## config.mk

```make
export PLATFORM = sky130hd
export DESIGN_NAME = logic_unit_pipe
export DESIGN_NICKNAME = d
export VERILOG_FILES = /design/src/rtl/logic_unit_pipe.sv
export SDC_FILE = /design/constraint.sdc
export NUM_CORES = 1
export LEC_CHECK = 0
export CORE_MARGIN = 5
export CORE_UTILIZATION = 57
export CTS_CLUSTER_DIAMETER = 60
export CTS_CLUSTER_SIZE = 24
export DETAILED_ROUTE_END_ITERATION = 10
export GPL_TIMING_DRIVEN = 0
export PLACE_DENSITY = 0.86
export SLEW_MARGIN = 20
export SYNTH_ARGS = -nofsm -noshare
export SYNTH_HDL_FRONTEND = slang
export SYNTH_SLANG_ARGS = --single-unit
```

## constraint.sdc

```tcl
create_clock -name clk -period 5.73 [get_ports clk]
set_input_delay 1.719 -clock clk [delete_from_list [all_inputs] [get_ports clk]]
set_output_delay 1.719 -clock clk [all_outputs]
set_load 0.01 [all_outputs]
```

## src/rtl/logic_unit_pipe.sv

```systemverilog
// Two-stage valid/ready bitwise logic unit: stage 1 captures the operation,
// stage 2 registers the result, its flags and counts completed handshakes.
module logic_unit_pipe #(
  parameter int WIDTH   = 8,
  parameter int COUNT_W = 16
) (
  input  logic               clk,
  input  logic               rst_n,
  input  logic               in_valid,
  output logic               in_ready,
  input  logic [2:0]         in_op,
  input  logic [WIDTH-1:0]   in_a,
  input  logic [WIDTH-1:0]   in_b,
  output logic               out_valid,
  input  logic               out_ready,
  output logic [WIDTH-1:0]   out_y,
  output logic               out_zero,
  output logic               out_ones,
  output logic               out_par,
  output logic [COUNT_W-1:0] op_count
);

  typedef enum logic [2:0] {
    OP_NOT  = 3'd0,
    OP_AND  = 3'd1,
    OP_OR   = 3'd2,
    OP_NOR  = 3'd3,
    OP_NAND = 3'd4,
    OP_XOR  = 3'd5,
    OP_XNOR = 3'd6,
    OP_PASS = 3'd7
  } op_e;

  logic               s1_v;
  op_e                s1_op;
  logic [WIDTH-1:0]   s1_a;
  logic [WIDTH-1:0]   s1_b;

  logic               s2_v;
  logic [WIDTH-1:0]   s2_y;
  logic               s2_zero;
  logic               s2_ones;
  logic               s2_par;
  logic [COUNT_W-1:0] count_q;

  logic               s1_load;
  logic               s2_load;
  logic               out_fire;
  logic [WIDTH-1:0]   y_next;

  // in_ready looks only at registered state and out_ready, never at in_valid.
  assign in_ready = !s1_v || !s2_v || out_ready;
  assign s1_load  = in_valid && in_ready;
  assign s2_load  = s1_v && (!s2_v || out_ready);
  assign out_fire = s2_v && out_ready;

  always_comb begin
    y_next = '0;
    unique case (s1_op)
      OP_NOT:  y_next = ~s1_a;
      OP_AND:  y_next = s1_a & s1_b;
      OP_OR:   y_next = s1_a | s1_b;
      OP_NOR:  y_next = ~(s1_a | s1_b);
      OP_NAND: y_next = ~(s1_a & s1_b);
      OP_XOR:  y_next = s1_a ^ s1_b;
      OP_XNOR: y_next = ~(s1_a ^ s1_b);
      OP_PASS: y_next = s1_a;
      default: y_next = '0;
    endcase
  end

  always_ff @(posedge clk or negedge rst_n) begin
    if (!rst_n) begin
      s1_v  <= 1'b0;
      s1_op <= OP_NOT;
      s1_a  <= '0;
      s1_b  <= '0;
    end else if (s1_load) begin
      s1_v  <= 1'b1;
      s1_op <= op_e'(in_op);
      s1_a  <= in_a;
      s1_b  <= in_b;
    end else if (s2_load) begin
      s1_v  <= 1'b0;
    end
  end

  // Flags come from the same y being registered, so they always match out_y.
  always_ff @(posedge clk or negedge rst_n) begin
    if (!rst_n) begin
      s2_v    <= 1'b0;
      s2_y    <= '0;
      s2_zero <= 1'b1;
      s2_ones <= 1'b0;
      s2_par  <= 1'b0;
    end else if (s2_load) begin
      s2_v    <= 1'b1;
      s2_y    <= y_next;
      s2_zero <= (y_next == '0);
      s2_ones <= &y_next;
      s2_par  <= ^y_next;
    end else if (out_fire) begin
      s2_v    <= 1'b0;
    end
  end

  always_ff @(posedge clk or negedge rst_n) begin
    if (!rst_n) begin
      count_q <= '0;
    end else if (out_fire) begin
      count_q <= count_q + COUNT_W'(1);
    end
  end

  assign out_valid = s2_v;
  assign out_y     = s2_y;
  assign out_zero  = s2_zero;
  assign out_ones  = s2_ones;
  assign out_par   = s2_par;
  assign op_count  = count_q;

endmodule

```

==> results.yml <==
run_status:
  status: "completed"
logic_synthesis:
  synthesis.instances: 267
  synth_seq_area_share_pct: 42.4
  synth_top_family_by_area: "multiplexers"
  yosys.area_share.adder_pct: 9.70
  synth.distinct_cells: 38
  syn-mean-instance-area_sq_um: 10.6
  yosys.area_share.simple_pct: 10.1
  syn_nets: 312
  synth-xor-area-share_pct: 6.48
  synth_area_leader_cell: "dfrtp_1"
  ys_warn_count: 0
  yosys-top-cells-area: "dfrtp_1 (41%), mux2_2 (11%), ha_1 (9.7%)"
  ys_ff_latch: 48
  synth.top_cell.area_share_pct: 41.4
  synthMuxAreaShare_pct: 14.7
  syn_area_sq_um: 2840
  synth_compound_area_share_pct: 10.8
clock_tree:
  worst_skew_pair.late_latency_ns: 0.30
  clk_pin_slew_ns: 0.09
  cts_buffer_depth: 2
  numCtsBuffers: 5
  cts_tree: "built"
  clock-root-buffer: "clkbuf_8"
  h-tree-depth: 2
  cts_hold_buffers: 0
  cts.sinks: 48
  postCtsSetupRepairBufs: 0
  ctsResizeCount: 0
grt:
  grt_max_degree: 34
  use_met1_pct: 25.1
  globalRoute.totalOverflow: 0
  first_global_vias: 2180
  antenna_found_initial: 0
  top_usage_layer: "met2"
  grt_pass1_wl_microns: 10100
  groute.layer.met3.usage_pct: 3.92
  met2_usage_pct: 34.6
  gr-usage-all-layers_pct: 20.2
critical_path:
  crit_type: "primary input to output port"
  start_kind: "primary input"
  cp.arrival_ns: 2.98
  required_ns: 4.01
  cp-end-kind: "output port"
  cp_max_fo: 4
placed_design:
  gp_congestion: 0.816
  dp_hpwl_microns: 4340
  pre_cts_ws_ns: 1.04
  io_buffer_count: 51
route:
  vias: 2147
  routedWlPerCell_microns: 14.9
  ant_nets: 0
  drt_iter0_drc: 102
  drtPass1Iterations: 4
  drt-vias-per-instance: 5.45
  drc: 0
  wl_microns: 5880
sta:
  fin_ws_ns: 1.03
  hold-worst-slack_ns: 0.468
  rsz0062_at_grt: "false"
  worstMarginPinSlew_ns: 0.599
  slew_headroom_pct: 59.7
  finalCritPeriodShare_pct: 82.1
  hold_viol: 0
  fmax_ghz: 0.213
  setup-violations-final: 0
  fin_skew_ns: 0.00628
  fin_crit_ns: 4.70
  setup_tns_ns: 0
  drv_slew: 0
power_and_ir_drop:
  power.total_mw: 1.28
  cellLeakagePower_nw: 1.59
  vdd_drop_max_mv: 0.284
  powerDensity_nw_per_um2: 358
floorplan:
  die-width_microns: 80.6
  core_area_sq_um: 4790
  pin_count: 52
  fp-row-count: 25
  die_area_sq_um: 6490
  die_h_microns: 80.6
  initial_core_util_pct: 59.3
cells_and_area:
  final_core_util_pct: 74.6
  syn_to_final_growth_pct: 25.7
  final_layout_size_suffix_gt1_share_pct: 16.2
  final_cell_mix: "clkdlybuf4s50_1 (50), dfrtp_1 (47), mux2_2 (28)"
  num-fill-cells: 351
  fin_nets: 371
  layout_commonest_cell: "clkdlybuf4s50_1"
  n_antenna_cell: 0
job:
  maxCapViolCount: 0
hold_path:
  hold_path_class: "flop to flop"
## worst max-delay path, stage by stage
cell             delay (ns)
clkdlybuf4s50_1        0.52
nand3b_1               0.18
clkdlybuf4s50_1        0.56
## power by group
part           switching [mW]  internal, mW
logic                   0.248         0.295
registers              0.0642         0.410
clock network           0.117         0.143
## kinds of logic after synthesis
group,Yosys count
adder cells (fa/ha/maj),22
XOR/XNOR,21
buffers and inverters,34
flip-flops,48
AND/OR/NAND/NOR,59
multiplexers,37
AO/OA/AOI/OAI,46
## area by class of cell
| cell class | instances | area, sq um | share of cell area, % |
|---|---|---|---|
| well taps | 67 | 83.8 | 2.35 |
| multi-input cells | 185 | 1470 | 41.2 |
| repair buffers | 52 | 526 | 14.7 |
| plain buffers | 11 | 78.8 | 2.21 |
| flip-flops and latches | 48 | 1200 | 33.7 |
| inverters | 23 | 86.3 | 2.42 |
| clock buffers | 6 | 82.6 | 2.31 |
| clock inverters | 2 | 38.8 | 1.09 |
## final timing paths
path	from	depth (start not counted)	slack [ns]	end
min reg2reg	out_zero	2	0.47	out_zero
max reg2reg	s1_op[0]	14	2.95	out_par
min	out_zero	2	0.47	out_zero
max	out_ready	3	1.03	in_ready
min in group asynchronous	rst_n	1	1.32	s1_b[6]
max in group asynchronous	rst_n	2	3.84	out_zero
## cells in the mapped netlist (all sizes together)
cell	n
o22ai	5
o21ai	12
mux4	1
nand4b	1
nand3	9
and3	2
nand4	4
dfstp	1
nand2	19
ha	22
or4	1
inv	23
a221oi	2
a31oi	1
xor2	4
o31ai	1
nor3	4
nor2	9
a21oi	12
nand3b	1
a211o	1
mux2	28
and2	1
a2111oi	1
o31a	2
a2bb2oi	1
buf	10
clkbuf	1
xnor2	17
dfrtp	47
mux2i	8
nand2b	8
a211oi	2
a31o	1
o211ai	5
## state kept, by name, summed over array words and instances, names as in the netlist
| signal | flops |
|---|---|
| s1_a | 8 |
| out_zero | 1 |
| out_par | 1 |
| s1_v | 1 |
| op_count | 16 |
| out_y | 8 |
| out_valid | 1 |
| s1_b | 8 |
| out_ones | 1 |
| s1_op | 3 |
## routing by layer
metal / vias to the layer above / wire length (microns)
li1: 1050 / -
met1: 1028 / 2570
met2: 54 / 2940
met3: 15 / 260
met4: 0 / 114
met5: - / 0
## stage by stage
step           instance area, sq um  std cells
2_1_floorplan                  2840        267
3_3_place_gp                   3430        385
3_5_place_dp                   3450        386
4_1_cts                        3570        394
5_1_grt                        3570        394
6_report                       3570        394
No activity file was read; power rests on OpenSTA's default activity.
